`config.mk`:
```
export PLATFORM = sky130hd
export DESIGN_NAME = mmio_uart_tx_flat
export DESIGN_NICKNAME = d
export VERILOG_FILES = /design/src/rtl/mmio_uart_tx_pkg.sv /design/src/rtl/mmio_uart_tx_if.sv /design/src/rtl/mmio_uart_tx_sync_fifo.sv /design/src/rtl/mmio_uart_tx.sv /design/src/flat_wrapper.sv
export SDC_FILE = /design/constraint.sdc
export NUM_CORES = 1
export LEC_CHECK = 0
export ABC_AREA = 0
export ABC_CLOCK_PERIOD_IN_PS = 3800
export BUFFER_PORTS_ARGS = -buffer_cell sky130_fd_sc_hd__buf_2
export CORE_MARGIN = 1.5
export CORE_UTILIZATION = 57
export DETAILED_ROUTE_END_ITERATION = 6
export HOLD_SLACK_MARGIN = 0.15
export PLACE_DENSITY = 0.85
export SYNTH_ARGS = -nofsm -noshare
export SYNTH_HDL_FRONTEND = slang
export SYNTH_SLANG_ARGS = --single-unit
```
`constraint.sdc`:
```
create_clock -name clk -period 3.8 [get_ports clk]
set_clock_uncertainty 0.1 [all_clocks]
set_input_delay 0.19 -clock clk [delete_from_list [all_inputs] [get_ports clk]]
set_output_delay 0.19 -clock clk [all_outputs]
set_load 0.01 [all_outputs]
```
`src/rtl/mmio_uart_tx_pkg.sv`:
```
// Shared constants for the memory-mapped UART transmitter: register
// offsets, STATUS/CTRL bit positions and the TX FSM state encoding.
// Optional parity support is enabled by defining UART_PARITY_EN.
package uart_mmio_pkg;

  localparam logic [1:0] OFF_TXDATA = 2'd0;
  localparam logic [1:0] OFF_STATUS = 2'd1;
  localparam logic [1:0] OFF_BAUD   = 2'd2;
  localparam logic [1:0] OFF_CTRL   = 2'd3;

  localparam int ST_BUSY    = 0;
  localparam int ST_FULL    = 1;
  localparam int ST_EMPTY   = 2;
  localparam int ST_OVF     = 3;
  localparam int ST_CNT_LSB = 8;

  localparam int CTRL_EN  = 0;
  localparam int CTRL_PAR = 1;
  localparam int CTRL_ODD = 2;

`ifdef UART_PARITY_EN
  localparam int CTRL_W = 3;
`else
  localparam int CTRL_W = 1;
`endif

  typedef enum logic [2:0] {
    S_IDLE,
    S_START,
    S_DATA,
`ifdef UART_PARITY_EN
    S_PARITY,
`endif
    S_STOP
  } tx_state_e;

endpackage

```
`src/rtl/mmio_uart_tx_if.sv`:
```
// Data-memory style MMIO port shared by the CPU MEM stage and the UART.
interface mmio_uart_tx_if;
  logic        mem_read_i;
  logic        mem_write_i;
  logic [31:0] address_i;
  logic [31:0] write_data_i;
  logic [31:0] data_o;
  logic        hit_o;

  modport master (output mem_read_i, mem_write_i, address_i, write_data_i,
                  input  data_o, hit_o);
  modport slave  (input  mem_read_i, mem_write_i, address_i, write_data_i,
                  output data_o, hit_o);
endinterface

```
`src/rtl/mmio_uart_tx_sync_fifo.sv`:
```
// Single-clock FIFO; pushes while full and pops while empty are ignored.
module sync_fifo #(
  parameter int WIDTH = 8,
  parameter int DEPTH = 8,
  localparam int AW   = $clog2(DEPTH)
) (
  input  logic             clk,
  input  logic             reset,
  input  logic             push,
  input  logic             pop,
  input  logic [WIDTH-1:0] din,
  output logic [WIDTH-1:0] dout,
  output logic             full,
  output logic             empty,
  output logic [AW:0]      count
);
  logic [WIDTH-1:0] r_mem [DEPTH];
  logic [AW-1:0]    r_wp, r_rp;
  logic [AW:0]      r_cnt;
  logic             w_push, w_pop;

  assign full   = (r_cnt == (AW+1)'(DEPTH));
  assign empty  = (r_cnt == '0);
  assign count  = r_cnt;
  assign dout   = r_mem[r_rp];
  assign w_push = push & ~full;
  assign w_pop  = pop & ~empty;

  // Storage array: no reset needed, validity tracked by count.
  always_ff @(posedge clk) begin
    if (w_push) r_mem[r_wp] <= din;
  end

  // Pointers wrap naturally because DEPTH is a power of two.
  always_ff @(posedge clk) begin
    if (reset) begin
      r_wp  <= '0;
      r_rp  <= '0;
      r_cnt <= '0;
    end else begin
      if (w_push) r_wp <= r_wp + 1'b1;
      if (w_pop)  r_rp <= r_rp + 1'b1;
      if (w_push && !w_pop)      r_cnt <= r_cnt + 1'b1;
      else if (!w_push && w_pop) r_cnt <= r_cnt - 1'b1;
    end
  end
endmodule

```
`src/rtl/mmio_uart_tx.sv`:
```
// Memory-mapped 8N1 UART transmitter: register decode, TX FIFO, baud
// counter and serialiser FSM. Define UART_PARITY_EN to add CTRL
// parity_en/odd bits and a parity bit between data and stop.
module mmio_uart_tx
  import uart_mmio_pkg::*;
#(
  parameter logic [31:0] BASE_ADDR  = 32'h1001_0100,
  parameter int          FIFO_DEPTH = 8,
  parameter int          DIV_WIDTH  = 16,
  parameter int          RESET_DIV  = 434
) (
  input  logic            clk,
  input  logic            reset,
  mmio_uart_tx_if.slave   bus,
  output logic            tx_o
);
  localparam int CW = $clog2(FIFO_DEPTH) + 1;

  tx_state_e            r_state;
  logic                 r_tx, r_ovf;
  logic [DIV_WIDTH-1:0] r_div, r_cnt;
  logic [CTRL_W-1:0]    r_ctrl;
  logic [7:0]           r_shift;
  logic [2:0]           r_bits;
`ifdef UART_PARITY_EN
  logic                 r_par;
`endif

  logic                 w_hit, w_wr, w_push, w_pop, w_full, w_empty;
  logic [1:0]           w_off;
  logic [7:0]           w_dout;
  logic [CW-1:0]        w_count;
  logic [DIV_WIDTH-1:0] w_reload;
  logic [31:0]          w_status;
  logic                 w_unused_bits;

  assign w_hit    = (bus.address_i[31:4] == BASE_ADDR[31:4]);
  assign w_off    = bus.address_i[3:2];
  assign w_wr     = bus.mem_write_i & w_hit;
  assign w_push   = w_wr && (w_off == OFF_TXDATA);
  assign w_pop    = (r_state == S_IDLE) && r_ctrl[CTRL_EN] && !w_empty;
  // A zero divisor behaves as one clock per bit.
  assign w_reload = (r_div == '0) ? '0 : r_div - 1'b1;
  assign bus.hit_o = w_hit;
  assign tx_o     = r_tx;
  assign w_unused_bits = ^{bus.address_i[1:0], bus.write_data_i};

  sync_fifo #(.WIDTH(8), .DEPTH(FIFO_DEPTH)) u_fifo (
    .clk(clk), .reset(reset), .push(w_push), .pop(w_pop),
    .din(bus.write_data_i[7:0]), .dout(w_dout),
    .full(w_full), .empty(w_empty), .count(w_count)
  );

  // STATUS word assembly.
  always_comb begin
    w_status                  = '0;
    w_status[ST_BUSY]         = (r_state != S_IDLE);
    w_status[ST_FULL]         = w_full;
    w_status[ST_EMPTY]        = w_empty;
    w_status[ST_OVF]          = r_ovf;
    w_status[ST_CNT_LSB +: 4] = 4'(w_count);
  end

  // Same-cycle read mux; zero unless this block is addressed and read.
  always_comb begin
    bus.data_o = '0;
    if (bus.mem_read_i && w_hit) begin
      case (w_off)
        OFF_STATUS: bus.data_o = w_status;
        OFF_BAUD:   bus.data_o = 32'(r_div);
        OFF_CTRL:   bus.data_o = 32'(r_ctrl);
        default:    bus.data_o = '0;
      endcase
    end
  end

  // Software-visible registers; overflow set wins over its W1C clear.
  always_ff @(posedge clk) begin
    if (reset) begin
      r_div  <= DIV_WIDTH'(RESET_DIV);
      r_ctrl <= CTRL_W'(1);
      r_ovf  <= 1'b0;
    end else begin
      if (w_push && w_full)
        r_ovf <= 1'b1;
      else if (w_wr && w_off == OFF_STATUS && bus.write_data_i[ST_OVF])
        r_ovf <= 1'b0;
      if (w_wr && w_off == OFF_BAUD) r_div  <= bus.write_data_i[DIV_WIDTH-1:0];
      if (w_wr && w_off == OFF_CTRL) r_ctrl <= bus.write_data_i[CTRL_W-1:0];
    end
  end

  // Serialiser FSM; tx_o is registered from the current state, so the
  // line trails the state by one cycle.
  always_ff @(posedge clk) begin
    if (reset) begin
      r_state <= S_IDLE;
      r_tx    <= 1'b1;
      r_cnt   <= '0;
      r_bits  <= '0;
      r_shift <= '0;
`ifdef UART_PARITY_EN
      r_par   <= 1'b0;
`endif
    end else begin
      case (r_state)
        S_IDLE: begin
          r_tx <= 1'b1;
          if (w_pop) begin
            r_shift <= w_dout;
            r_bits  <= 3'd7;
            r_cnt   <= w_reload;
            r_state <= S_START;
`ifdef UART_PARITY_EN
            r_par   <= ^w_dout;
`endif
          end
        end
        S_START: begin
          r_tx <= 1'b0;
          if (r_cnt == '0) begin
            r_cnt   <= w_reload;
            r_state <= S_DATA;
          end else r_cnt <= r_cnt - 1'b1;
        end
        S_DATA: begin
          r_tx <= r_shift[0];
          if (r_cnt == '0) begin
            r_cnt   <= w_reload;
            r_shift <= r_shift >> 1;
            if (r_bits == '0) begin
`ifdef UART_PARITY_EN
              r_state <= r_ctrl[CTRL_PAR] ? S_PARITY : S_STOP;
`else
              r_state <= S_STOP;
`endif
            end else r_bits <= r_bits - 1'b1;
          end else r_cnt <= r_cnt - 1'b1;
        end
`ifdef UART_PARITY_EN
        S_PARITY: begin
          r_tx <= r_par ^ r_ctrl[CTRL_ODD];
          if (r_cnt == '0) begin
            r_cnt   <= w_reload;
            r_state <= S_STOP;
          end else r_cnt <= r_cnt - 1'b1;
        end
`endif
        S_STOP: begin
          r_tx <= 1'b1;
          if (r_cnt == '0) r_state <= S_IDLE;
          else             r_cnt   <= r_cnt - 1'b1;
        end
        default: begin
          r_tx    <= 1'b1;
          r_state <= S_IDLE;
        end
      endcase
    end
  end
endmodule

```
`src/flat_wrapper.sv`:
```
// flat-port wrapper written by rule: the top's interface ports become plain ports
module mmio_uart_tx_flat import uart_mmio_pkg::*;
#(
  parameter logic [31:0] BASE_ADDR  = 32'h1001_0100,
  parameter int          FIFO_DEPTH = 8,
  parameter int          DIV_WIDTH  = 16,
  parameter int          RESET_DIV  = 434
)
  (clk, reset, tx_o, bus_mem_read_i, bus_mem_write_i, bus_address_i, bus_write_data_i, bus_data_o, bus_hit_o);
  mmio_uart_tx_if bus_i ();
  input  logic clk;
  input  logic reset;
  output logic tx_o;
  input wire logic [$bits(bus_i.mem_read_i)-1:0] bus_mem_read_i;
  input wire logic [$bits(bus_i.mem_write_i)-1:0] bus_mem_write_i;
  input wire logic [$bits(bus_i.address_i)-1:0] bus_address_i;
  input wire logic [$bits(bus_i.write_data_i)-1:0] bus_write_data_i;
  output wire logic [$bits(bus_i.data_o)-1:0] bus_data_o;
  output wire logic [$bits(bus_i.hit_o)-1:0] bus_hit_o;
  assign bus_i.mem_read_i = bus_mem_read_i;
  assign bus_i.mem_write_i = bus_mem_write_i;
  assign bus_i.address_i = bus_address_i;
  assign bus_i.write_data_i = bus_write_data_i;
  assign bus_data_o = bus_i.data_o;
  assign bus_hit_o = bus_i.hit_o;
  mmio_uart_tx #(.BASE_ADDR(BASE_ADDR), .FIFO_DEPTH(FIFO_DEPTH), .DIV_WIDTH(DIV_WIDTH), .RESET_DIV(RESET_DIV)) u_core (.clk(clk), .reset(reset), .bus(bus_i), .tx_o(tx_o));
endmodule
```
Yosys cells after proc, flatten, opt, wreduce, memory -nomap -nowiden
Memories as Yosys holds them, arrays and structs flattened. A register that Yosys moved wholly into a read port is not among the register bits.
Cells that the tools add are included.
{ "op_classes": {"addsub": 7, "n_mul": 0, "div_mod_pow": 0, "n_lt_le_gt_ge": 0, "n_eq_ne": 15, "n_shift": 0, "mux": 29, "bitwise_logic": 5, "reduce_logical": 30} }
{ "op_table": {"columns": ["operator", "n"], "rows": [
  ["one-hot mux 16 bit (3 select lines)", 2],
  ["two-way mux 16 bit", 4],
  ["logical NOT 16 bit", 2],
  ["two-way mux 32 bit", 1],
  ["subtractor 16 x 1 -> 16 bit, second input constant", 2],
  ["two-way mux 3 bit", 10],
  ["== test 28 x 25 -> 1 bit, second input constant", 1],
  ["two-way mux 8 bit", 2],
  ["one-hot mux 8 bit (2 select lines)", 1],
  ["one-hot mux 3 bit (4 select lines)", 1],
  ["logical AND 1 bit", 11],
  ["two-way mux 4 bit", 2],
  ["!= test 2 x 1 -> 1 bit, second input constant", 4],
  ["adder 3 x 1 -> 3 bit, second input constant", 2],
  ["== test 3 x 2 -> 1 bit, second input constant", 2],
  ["logical NOT 3 bit", 2],
  ["!= test 2 bit, second input constant", 3],
  ["one-hot mux 3 bit (2 select lines)", 1],
  ["AND reduction 3 bit", 2],
  ["nonzero test 2 bit", 3],
  ["nonzero test 3 bit", 2],
  ["AND reduction 5 bit", 1],
  ["adder 4 x 1 -> 4 bit, second input constant", 1],
  ["== test 2 bit, second input constant", 2],
  ["14 further kinds", 22]
]} }
{ "totals": {"register_bits": 59, "latchBits": 0, "mem_bits_rw": 64, "mem_bits_ro": 0, "input_bits": 68, "output_inout_bits": 34, "elab_cells": 98, "mem_count": 1} }
{ "memory_table": {"columns": ["name", "words", "width", "rd", "rd_ports_with_merged_regs", "wr", "line", "rtl"], "rows": [
  ["u_core.u_fifo.r_mem", 8, 8, 1, 1, 1, "mmio_uart_tx_sync_fifo.sv:17", "logic [WIDTH-1:0] r_mem [DEPTH];"]
]} }

Logic depth before layout (Yosys ltp)
Gate-level depths: netlist of the first run.
{ "logic_depth": {"depth_word": 8, "mapped_depth": 11, "depth_no_buf": 11} }

Modules after synthesis
A second synthesis of the first run with hierarchy kept.
{ "unflattened": {"cells_unflattened": 561, "area_unflattened_um2": 6298.5} }
{ "modules_own_cells": {"columns": ["module", "n_inst", "cells_per_inst", "area_per_inst_um2", "seq_area_each_um2"], "rows": [
  ["mmio_uart_tx", 1, 395, 3159.3, 960.9],
  ["sync_fifo", 1, 166, 3139.3, 2182.1]
]} }

Worst setup path before layout of the first run
Ideal clock, no wire load.
{ "synth_path": {"path_kind": "reg2reg", "startpoint": "register u_core.u_fifo.r_cnt[0], in the netlist u_core.u_fifo.count[0]", "endpoint": "register u_core.u_fifo.r_cnt[3], in the netlist u_core.u_fifo.count[3]", "setup_time_ps": 70, "t_arrival_ps": 2579, "required_ps": 3630, "setup_slack_ps": 1051, "stages_incl_launch_ff": 12, "path_buffers": 0, "period_less_slack_ps": 2749, "cell_sequence": "dfxtp_1 -> or4b_2 -> nand2_1 -> nor4_4 -> ha_1 -> inv_1 -> ha_1 -> a21o_1 -> a21oi_1 -> xnor2_1 -> or3_1 -> a21oi_1"} }
{ "synth_via": {"word_cells_on_any_way": 17, "cone_classes": "add/sub: 2; eq/ne: 1; mux: 2; bitwise: 4; reduce/logical: 8"} }
{ "synth_rtl": {"columns": ["element", "line", "rtl"], "rows": [
  ["start, declared", "mmio_uart_tx_sync_fifo.sv:19", "logic [AW:0] r_cnt;"],
  ["start signal, assigned", "mmio_uart_tx_sync_fifo.sv:43", "if (w_push && !w_pop) r_cnt <= r_cnt + 1'b1;"],
  ["start signal, assigned", "mmio_uart_tx_sync_fifo.sv:44", "else if (!w_push && w_pop) r_cnt <= r_cnt - 1'b1;"],
  ["== test 4 bit *", "mmio_uart_tx_sync_fifo.sv:22", "assign full = (r_cnt == (AW+1)'(DEPTH));"],
  ["NOT 1 bit *", "mmio_uart_tx_sync_fifo.sv:26", "assign w_push = push & ~full;"],
  ["AND 1 bit *", "mmio_uart_tx_sync_fifo.sv:26", null],
  ["named net u_core.u_fifo.w_push", "mmio_uart_tx_sync_fifo.sv:20", "logic w_push, w_pop;"],
  ["logical NOT 1 bit", "mmio_uart_tx_sync_fifo.sv:44", null],
  ["logical AND 1 bit", "mmio_uart_tx_sync_fifo.sv:44", null],
  ["nonzero test 2 bit (no source line)", null, null]
]} }
The timed path passes the listed nets; every way through them passes the cells marked *. The select of a mux whose other input is x is not followed.
A chain may end at the register's enable or synchronous reset.

Worst setup path in the final report of the first run
{ "layout_path": {"startpoint": "input port bus_address_i[9]", "endpoint": "register u_core.r_ovf"} }
{ "layout_via": {"elab_chain_len": 5, "word_cells_on_any_way": 8, "cone_classes": "eq/ne: 1; mux: 1; bitwise: 1; reduce/logical: 5"} }
{ "layout_lines": {"columns": ["element", "line", "rtl"], "rows": [
  ["start, declared", "flat_wrapper.sv:16", "input wire logic [$bits(bus_i.address_i)-1:0] bus_address_i;"],
  ["== test 28 x 25 -> 1 bit *", "mmio_uart_tx.sv:37", "assign w_hit = (bus.address_i[31:4] == BASE_ADDR[31:4]);"],
  ["AND 1 bit *", "mmio_uart_tx.sv:39", "assign w_wr = bus.mem_write_i & w_hit;"],
  ["logical AND 1 bit (on tied branches)", "mmio_uart_tx.sv:40, mmio_uart_tx.sv:86", null],
  ["logical AND 1 bit (on tied branches)", "mmio_uart_tx.sv:84, mmio_uart_tx.sv:86", null],
  ["two-way mux 1 bit / nonzero test 2 bit (equally long branches)", null, null],
  ["end signal, assigned", "mmio_uart_tx.sv:82", "r_ovf <= 1'b0;"],
  ["end signal, assigned", "mmio_uart_tx.sv:85", "r_ovf <= 1'b1;"],
  ["end signal, assigned", "mmio_uart_tx.sv:87", "r_ovf <= 1'b0;"],
  ["end, declared", "mmio_uart_tx.sv:20", "logic r_tx, r_ovf;"]
]} }
Mark *: on every way between the ends. The rest lies on a longest branch, timed or not.

==> results of run 1 <==
where the power goes:
group          leakage [uW]  internal, uW  switching [uW]
Sequential          0.00107          1580             196
Combinational       0.00142           745            1010
Clock              0.000257           808             628
cells by family (layout without fill, tap and decap cells):
group                    count (synthesis)  in the layout  share of synthesized area [%]
other                                    1             16                         0.0600
multiplexers                            46             46                           10.6
adder cells (fa/ha/maj)                 16             16                           3.32
buffers and inverters                   58            154                           5.12
flip-flops                             125            125                           50.2
AO/OA/AOI/OAI                           88             88                           9.66
XOR/XNOR                                26             26                           3.64
AND/OR/NAND/NOR                        193            193                           17.4
worst paths after layout:
path | depth (start not counted) | endpoint
setup reg to reg | 10 | u_core.u_fifo.count[3]
setup / recovery | 11 | u_core.r_ovf
hold / removal | 6 | u_core.u_fifo.r_wp[1]
hold reg to reg | 2 | u_core.r_shift[0]
repair_timing:
action / 4_1_cts / 5_1_grt
hold endpoints to repair: 92 / 0
resized for setup: 0 / 3
setup buffers: 0 / 2
hold buffers: 30 / 0
endpoints found under the setup margin: 0 / 7
metal layers:
metal / GRT usage (%) / vias up / share of wire, %
met5: 0 / - / 0
met4: 11.2 / 0 / 2.7
met3: 6.90 / 50 / 7.6
met2: 43.9 / 253 / 50
met1: 34.0 / 2384 / 40
li1: - / 2229 / -
flip-flops by register name, indices dropped and copies added (netlist names), named ones only:
register,count
u_core.u_fifo.r_wp,3
u_core.r_ctrl,1
u_core.r_ovf,1
u_core.r_shift,8
u_core.r_div,16
u_core.u_fifo.r_rp,3
u_core.r_cnt,16
u_core.tx_o,1
u_core.u_fifo.count,4
u_core.r_state,2
u_core.u_fifo.r_mem,64
u_core.r_bits,3
cell type report:
| type | count | share of cell area [%] |
|---|---|---|
| clock inverter | 15 | 1.51 |
| inverter | 17 | 0.855 |
| clock buffer | 17 | 5.55 |
| timing repair buffer | 105 | 9.32 |
| tap | 140 | 2.35 |
| sequential | 125 | 42.1 |
| multi-input combinational | 385 | 38.3 |
per-stage QoR:
stage	std cells	area, um^2	setup WS, ns	total power (uW)
3_3_place_gp	740	6610	0.821	3390
3_5_place_dp	740	6610	0.744	3470
4_1_cts	802	7440	0.243	4930
6_report	804	7460	0.184	4960
2_1_floorplan	568	6310	1.05	3130
5_1_grt	804	7460	0.0163	5220
Yosys cell counts (all sizes together) (5+ instances only):
master  count
a21oi      21
a22oi       6
and3       10
buf        29
clkbuf     12
dfxtp      61
edfxtp     64
ha         15
inv        16
mux2i      29
mux4       16
nand2      37
nand2b      5
nand3      10
nand4       7
nor2       65
nor3       16
nor4       12
nor4b       6
o21ai      27
o22ai       5
or3         5
xnor2      11
xor2       15
worst register-to-register path: stages, from the launching register on:
cell and delay [ns]:
sky130_fd_sc_hd__dfxtp_1 0.40, sky130_fd_sc_hd__or4_4 0.57, sky130_fd_sc_hd__nand3_1 0.34, sky130_fd_sc_hd__ha_1 0.27
sky130_fd_sc_hd__inv_1 0.09, sky130_fd_sc_hd__ha_1 0.28, sky130_fd_sc_hd__a21o_1 0.18, sky130_fd_sc_hd__a21oi_1 0.18
sky130_fd_sc_hd__xnor2_1 0.10, sky130_fd_sc_hd__or3_1 0.32, sky130_fd_sc_hd__a21oi_1 0.14
==> results_dict.tcl, run 1 <==
set metrics [dict create \
    port_buffers 67 \
    synthesis.instances 553 \
    total_leakage_power_uw 0.00275 \
    cp.buffers_inverters 5 \
    i_o_pin_count 102 \
    finalWirelength_mm 15.0 \
    critical-path-max-stage-delay_ns 0.58 \
    nets 735 \
    area_growth_syn_to_fin_pct 19.3 \
    regToRegStartpoint "u_core.u_fifo.count[0]" \
    postSynthRegisterBits 125 \
    routed_via_count_divided_by_cell_count 6.11 \
    number_of_max_slew_violations_in_the_final_report 0 \
    syn_area_um2 6250 \
    cts_tree "yes" \
    final_core_utilization_pct 69.5 \
    startpoint_type "input port" \
    critical_path.cell_chain "dlygate4sd3_1 -> buf_2 -> nor4b_2 -> dlygate4sd3_1 -> nand4_1 -> nor2_4 -> nand2_1 -> or4_1 -> dlygate4sd3_1 -> a21oi_1 -> dlygate4sd3_1" \
    max-cap-violations 0 \
    drt_pre_antenna_iters 5 \
    synth_edf_count 64 \
    reg2reg_slack_ns 0.76 \
    tritoncts.num_buffers 17 \
    layout_commonest_cell "sky130_fd_sc_hd__buf_2" \
    synth.yosys.warnings 0 \
    die_w_um 108 \
    yosys_top_cell_by_area "sky130_fd_sc_hd__edfxtp_1" \
    cp_data_required_time_ns 4.17 \
    remaining_drc_errors 0 \
    critPathArrivalTime_ns 3.99 \
    critPathMostFrequentCell "sky130_fd_sc_hd__dlygate4sd3_1" \
    antenna_found_initial 0 \
    via_count 4916 \
    final_layout_size_suffix_gt1_share_pct 22.3 \
    fin_hold_ws_ns 0.212 \
    final_cell_mix "67 x sky130_fd_sc_hd__buf_2, 64 x sky130_fd_sc_hd__nor2_1, 64 x sky130_fd_sc_hd__edfxtp_1, 61 x sky130_fd_sc_hd__dfxtp_1, 37 x sky130_fd_sc_hd__nand2_1" \
    vias_in_the_first_global_route 4733 \
    dp.final_hpwl_mm 9.18 \
    detail_route.iter0.violations 475 \
    die_h_um 108 \
    fillCellCount 689 \
    setup.worst_path.start "bus_address_i[9]" \
    grt.total_usage_pct 26.8 \
    clkTransAtPathRegs_ns 0.06 \
    multi_input_area_um2 2860 \
    crit_family "buffers and inverters" \
    final_sum_of_negative_setup_slack_ns 0 \
    grt_max_degree 42 \
    synth_area_leaders "sky130_fd_sc_hd__edfxtp_1 31%, sky130_fd_sc_hd__dfxtp_1 20%, sky130_fd_sc_hd__mux4_2 5.8%" \
    design.core.area_um2 10700 \
    crit_slowest_cell "sky130_fd_sc_hd__dlygate4sd3_1" \
    class_of_the_worst_hold_path "in -> reg" \
    worstMarginPinSlew_ns 0.913 \
    final-seq-area_um2 3140 \
    synth_sequential_area_ratio_pct 50.3 \
    crit_type "in -> reg" \
    period_minus_slack_ns 3.62 \
    site_row_count 38 \
    grt_setup_unrepaired "no" \
    hold_start "bus_address_i[7]" \
    synthArstFlopShare_pct 0 \
    timing.slew.headroom_pct 38.9 \
    peak_vdd_ir_uv 460 \
    clock_path_buffers 2 \
    finalHoldViolCount 0 \
    clock_sinks 125 \
    timing.final.setup_violations 0 \
    yosys_most_used_dff "sky130_fd_sc_hd__edfxtp_1" \
    die_area_um2 11600 \
    worstSkewPairLatency_ns 0.53 \
    ctsRootBufferMaster "sky130_fd_sc_hd__clkbuf_8" \
    grt_pass1_wl_mm 23.6 \
    netlist.area_leader.share_pct 30.7 \
    globalRouteOverflowTotal 0 \
    fmax_ghz 0.277 \
    syn-mean-instance-area_um2 11.3 \
    postRouteAntennaNets 0 \
    cp-end-kind "flop" \
    detail_route.wl_per_cell_um 18.7 \
    htreeDepth 4 \
    globalplace.congestion 0.880 \
    outcome "completed" \
    antenna_cells 0 \
    path_max_fanout 5 \
    cellPowerDensity_nw_per_um2 665 \
    initial_cell_density_of_the_core_pct 58.2 \
    synth_cell_type_count 76 \
    post-route-period-util_pct 95.2 \
]
(Power assumes the default switching activity.)
==> inputs of run 2 (changes only) <==
Settings changed: REMOVE_ABC_BUFFERS from default to 1.
==> results_dict.tcl, run 2 (synthesis gave the netlist of run 1 again) <==
set metrics [dict create \
    total_leakage_power_uw 0.00279 \
    path_max_fanout 6 \
    final-seq-area_um2 3140 \
    clkTransAtPathRegs_ns 0.06 \
    gr-usage-met3_pct 6.17 \
    cp_data_required_time_ns 4.16 \
    critPathMostFrequentCell "sky130_fd_sc_hd__dlygate4sd3_1" \
    post-route-worst-setup-slack_ns 0.221 \
    total_power_consumption_of_the_routed_design_uw 5110 \
    number_of_max_slew_violations_in_the_final_report 0 \
    fin_hold_ws_ns 0.201 \
    die_area_um2 11600 \
    timing.slew.headroom_pct 39.3 \
    routing_layer_with_the_top_usage_in_global_route "met2" \
    hold_start "bus_address_i[24]" \
    final_sum_of_negative_setup_slack_ns 0 \
    grt.met2_usage_pct 48.8 \
    initial_cell_density_of_the_core_pct 58.2 \
    drt_pre_antenna_iters 5 \
    startpoint_type "input port" \
    cts_tree "yes" \
    final_cell_mix "67 x sky130_fd_sc_hd__buf_2, 64 x sky130_fd_sc_hd__nor2_1, 64 x sky130_fd_sc_hd__edfxtp_1, 61 x sky130_fd_sc_hd__dfxtp_1, 37 x sky130_fd_sc_hd__nand2_1" \
    peak_vdd_ir_uv 393 \
    preCtsSetupSlack_ns 0.671 \
    post_cts_setup_buffer_count 0 \
    via_count 4934 \
    worstMarginPinSlew_ns 0.907 \
    critPathArrivalTime_ns 3.94 \
    class_of_the_worst_hold_path "in -> reg" \
    holdPathStages 7 \
    grt_setup_unrepaired "no" \
    port_buffers 67 \
    vias_in_the_first_global_route 4851 \
    cellPowerDensity_nw_per_um2 679 \
    area_growth_syn_to_fin_pct 20.5 \
    nets 737 \
    site_row_count 38 \
    die_w_um 108 \
    regToRegStartpoint "u_core.u_fifo.count[0]" \
    finalHoldViolCount 0 \
    globalplace.congestion 0.910 \
    register_with_the_most_flip_flops "u_core.u_fifo.r_mem" \
    antenna_cells 0 \
    final_core_utilization_pct 70.1 \
    clock_sinks 125 \
    design.core.area_um2 10700 \
    grt.met1_usage_pct 34.4 \
    critical_path.cell_chain "dlygate4sd3_1 -> buf_2 -> nor4_1 -> dlygate4sd3_1 -> nand3_1 -> nor2_2 -> nand2_1 -> or4_1 -> dlygate4sd3_1 -> a21oi_1 -> dlygate4sd3_1" \
    grt_max_degree 41 \
    reg2reg_slack_ns 0.74 \
    detail_route.wl_per_cell_um 19.0 \
    post-route-period-util_pct 94.2 \
    cp-end-kind "flop" \
    fmax_ghz 0.279 \
    finalWirelength_mm 15.3 \
    grt.total_usage_pct 28.2 \
    critical-path-max-stage-delay_ns 0.61 \
    multi_input_area_um2 2850 \
    worstSkewPairLatency_ns 0.53 \
    i_o_pin_count 102 \
    postRouteAntennaNets 0 \
    reg_top3 "u_core.u_fifo.r_mem x64, u_core.r_cnt x16, u_core.r_div x16" \
    die_h_um 108 \
    detail_route.iter0.violations 626 \
    setup.worst_path.start "bus_address_i[18]" \
    crit_type "in -> reg" \
    grt_pass1_wl_mm 24.7 \
    hold-path-endpoint "u_core.u_fifo.r_wp[2]" \
    final_layout_size_suffix_gt1_share_pct 21.8 \
    timing.final.setup_violations 0 \
    layout_commonest_cell "sky130_fd_sc_hd__buf_2" \
    routed_via_count_divided_by_cell_count 6.12 \
    remaining_drc_errors 0 \
    clock_path_buffers 2 \
    crit_slowest_cell "sky130_fd_sc_hd__dlygate4sd3_1" \
    dp.final_hpwl_mm 9.51 \
    tritoncts.num_buffers 17 \
    htreeDepth 4 \
    antenna_found_initial 0 \
    max-cap-violations 0 \
    rr_endpoint "u_core.u_fifo.count[3]" \
    fillCellCount 725 \
    globalRouteOverflowTotal 0 \
    r2r.worst_path.cells 10 \
    outcome "completed" \
    largest_register_ff_count 64 \
    period_minus_slack_ns 3.58 \
    ctsRootBufferMaster "sky130_fd_sc_hd__clkbuf_8" \
]
==> run 2: cell types whose count changed in the layout (fill, tap and decap cells not counted), moves of 2 or more <==
cell                            delta
sky130_fd_sc_hd__inv_6             -6
sky130_fd_sc_hd__clkbuf_8          +2
sky130_fd_sc_hd__clkbuf_1          +2
sky130_fd_sc_hd__dlygate4sd3_1     +3
sky130_fd_sc_hd__clkbuf_16         +2
==> run 2: final cells by class <==
class / count / share of cell area [%]
flip-flops and latches: 125 / 41.7
well taps: 140 / 2.32
multi-input cells: 385 / 37.8
inverters: 17 / 0.847
repair buffers: 107 / 9.53
clock inverters: 8 / 1.05
clock buffers: 24 / 6.73
==> run 2: worst max-delay path: cells and delay by family <==
family	cells	cell delay, ns
buffers and inverters	5	2.41
and+or+nand+nor	5	1.21
AOI/OAI and AO/OA	1	0.13
==> run 2: where the power goes <==
part           total (uW)  leakage (uW)  internal, uW  switching [uW]
registers            1780       0.00107          1580             205
logic                1760       0.00143           749            1010
clock network        1570      0.000285           988             583
total                5110       0.00279          3310            1800
==> run 2: timing repair <==
action / 4_1_cts / 5_1_grt
hold buffers: 33 / 0
gates resized for setup: 0 / 1
hold endpoints to repair: 103 / 0
setup endpoints to repair: 0 / 3
==> run 2: worst max-delay path by stage <==
stage | end | slack [ns]
3_3_place_gp | u_core.u_fifo.count[3] | 0.87
6_report | u_core.r_ovf | 0.22
5_1_grt | u_core.r_ovf | 0.06
4_1_cts | u_core.r_div[12] | 0.40
2_1_floorplan | u_core.u_fifo.count[3] | 1.05
3_5_place_dp | u_core.u_fifo.count[3] | 0.67
==> run 2: stage by stage <==
| step | cell area, um^2 | cells |
|---|---|---|
| 2_1_floorplan | 6050 | 527 |
| 4_1_cts | 7530 | 806 |
| 5_1_grt | 7530 | 806 |
| 6_report | 7530 | 806 |
| 3_3_place_gp | 6620 | 741 |
| 3_5_place_dp | 6620 | 741 |
==> run 2: per-layer routing <==
layer,wire length [um],vias to the layer above
met4,394,0
met5,0,-
met3,1180,45
met1,5790,2388
li1,-,2238
met2,7970,263
==> inputs of run 3 (changes only) <==
Settings changed: CORE_ASPECT_RATIO from default to 1.1.
==> results_dict.tcl, run 3 (synthesis gave the netlist of run 1 again) <==
set metrics [dict create \
    outcome "completed" \
    class_of_the_worst_hold_path "in -> reg" \
    antenna_cells 0 \
    cts_tree "yes" \
    r2r.worst_path.cells 5 \
    tritoncts.num_buffers 17 \
    largest_register_ff_count 64 \
    grt_setup_unrepaired "no" \
    cp-end-kind "flop" \
    routed_via_count_divided_by_cell_count 6.03 \
    layout_commonest_cell "sky130_fd_sc_hd__buf_2" \
    holdPathStages 4 \
    drt_pre_antenna_iters 5 \
    internal-power_uw 3180 \
    htreeDepth 4 \
    detailed_place.area_um2 6620 \
    nets 724 \
    clock_sinks 125 \
    design_area_um2 7380 \
    period_minus_slack_ns 3.08 \
    final_sum_of_negative_setup_slack_ns 0 \
    reg_top3 "u_core.u_fifo.r_mem x64, u_core.r_cnt x16, u_core.r_div x16" \
    finalHoldViolCount 0 \
    detail_route.wl_per_cell_um 18.6 \
    worstMarginPinSlew_ns 1.01 \
    rr_endpoint "u_core.r_ovf" \
    site_row_count 39 \
    path_max_fanout 7 \
    seq_power_share_pct 35.2 \
    total_leakage_power_uw 0.00269 \
    final_cell_mix "67 x sky130_fd_sc_hd__buf_2, 64 x sky130_fd_sc_hd__nor2_1, 64 x sky130_fd_sc_hd__edfxtp_1, 61 x sky130_fd_sc_hd__dfxtp_1, 37 x sky130_fd_sc_hd__nand2_1" \
    critPathArrivalTime_ns 3.33 \
    dp.final_hpwl_mm 9.23 \
    port_buffers 67 \
    timing.slew.headroom_pct 32.6 \
    clkTransAtPathRegs_ns 0.06 \
    register_with_the_most_flip_flops "u_core.u_fifo.r_mem" \
    share_comb_of_total_power_pct 34.7 \
    peak_vdd_ir_uv 468 \
    grt_max_degree 41 \
    die_h_um 113 \
    number_of_max_slew_violations_in_the_final_report 0 \
    via_count 4801 \
    area_growth_syn_to_fin_pct 18.0 \
    cp_data_required_time_ns 4.05 \
    cellPowerDensity_nw_per_um2 683 \
    grt.total_usage_pct 27.3 \
    startpoint_type "flop" \
    grt_pass1_wl_mm 24.1 \
    post_cts.resized_instances 0 \
    cts-hold-fix-buffers 20 \
    regToRegStartpoint "u_core.u_fifo.count[0]" \
    max-cap-violations 0 \
    timing.final.setup_violations 0 \
    worstSkewPairLatency_ns 0.42 \
    total_power_consumption_of_the_routed_design_uw 5040 \
    post-route-period-util_pct 80.9 \
    finalWirelength_mm 14.8 \
    p_switching_uw 1860 \
    i_o_pin_count 102 \
    post_cts_setup_buffer_count 0 \
    globalplace.congestion 0.894 \
    part_of_the_total_power_dissipated_in_the_clock_network_pct 30.1 \
    clock_path_buffers 2 \
    hold-path-endpoint "u_core.r_ctrl" \
    antenna_found_initial 0 \
    vias_in_the_first_global_route 4881 \
    final_layout_size_suffix_gt1_share_pct 22.2 \
    switching_share_pct 37.0 \
    fmax_ghz 0.325 \
    reg2reg_slack_ns 0.72 \
    remaining_drc_errors 0 \
    initial_cell_density_of_the_core_pct 59.3 \
    die_w_um 103 \
    fillCellCount 709 \
    die_area_um2 11600 \
    crit_type "reg -> reg" \
    globalRouteOverflowTotal 0 \
    detail_route.iter0.violations 404 \
    hold_start "bus_mem_write_i" \
    design.core.area_um2 10500 \
    postRouteAntennaNets 0 \
    ctsRootBufferMaster "sky130_fd_sc_hd__clkbuf_16" \
]
==> run 3: cell count changes in the layout (fill, tap and decap cells not counted), sizes merged <==
cell	before	now
dlygate4sd3	33	20
clkbuf	24	17
inv	17	24
bufinv	1	0
clkinv	5	6
==> run 3: stage by stage <==
step | instances | util [%] | hold slack, ns | worst slack [ns]
6_report | 796 | 70.0 | 0.164 | 0.725
5_1_grt | 796 | 70.0 | 0.182 | 0.558
4_1_cts | 796 | 70.0 | 0.164 | 0.802
3_5_place_dp | 744 | 62.8 | 0.324 | 0.757
3_3_place_gp | 744 | 62.8 | 0.323 | 0.857
2_1_floorplan | 527 | - | 0.159 | 1.05
==> run 3: layer usage <==
layer  GRT usage (%)  routed length, um  part of all wire, %
met1            34.2               5710                   39
met2            46.4               7750                   52
met3            5.81                986                  6.7
met4            9.64                354                  2.4
met5               0                  0                    0
==> run 3: worst max-delay path by stage <==
stage                                 startpoint                     end  slack, ns  depth (start not counted)
after floorplan           u_core.u_fifo.count[0]  u_core.u_fifo.count[3]       1.05                         11
after global placement         bus_address_i[29]  u_core.u_fifo.count[3]       0.86                         12
after detailed placement       bus_address_i[15]  u_core.u_fifo.count[3]       0.76                         12
after CTS                 u_core.u_fifo.count[0]  u_core.u_fifo.count[3]       0.80                         10
after global routing           u_core.r_state[0]  u_core.u_fifo.count[3]       0.56                         11
final                     u_core.u_fifo.count[0]            u_core.r_ovf       0.72                          5
==> run 3: cell type report <==
class / count / area, um^2 / share of cell area (%)
clock buffers: 17 / 425 / 5.77
clock inverters: 15 / 131 / 1.78
repair buffers: 94 / 588 / 7.97
multi-input cells: 385 / 2850 / 38.6
flip-flops and latches: 125 / 3140 / 42.6
well taps: 143 / 179 / 2.42
inverters: 17 / 63.8 / 0.865
==> run 3: critical path, cell delays in order, from the launching register on <==
cell and delay, ns:
sky130_fd_sc_hd__dfxtp_1 0.40, sky130_fd_sc_hd__or4b_2 0.71, sky130_fd_sc_hd__or4_1 0.43, sky130_fd_sc_hd__dlygate4sd3_1 0.59, sky130_fd_sc_hd__a21oi_1 0.18, sky130_fd_sc_hd__dlygate4sd3_1 0.59
==> run 3: power groups by stage <==
stage / registers [uW] / logic (uW) / clock network (uW)
3_5_place_dp: 1790 / 1690 / 0
6_report: 1770 / 1750 / 1520
4_1_cts: 1770 / 1730 / 1510
2_1_floorplan: 1770 / 1280 / 0
3_3_place_gp: 1780 / 1610 / 0
5_1_grt: 1790 / 1940 / 1570
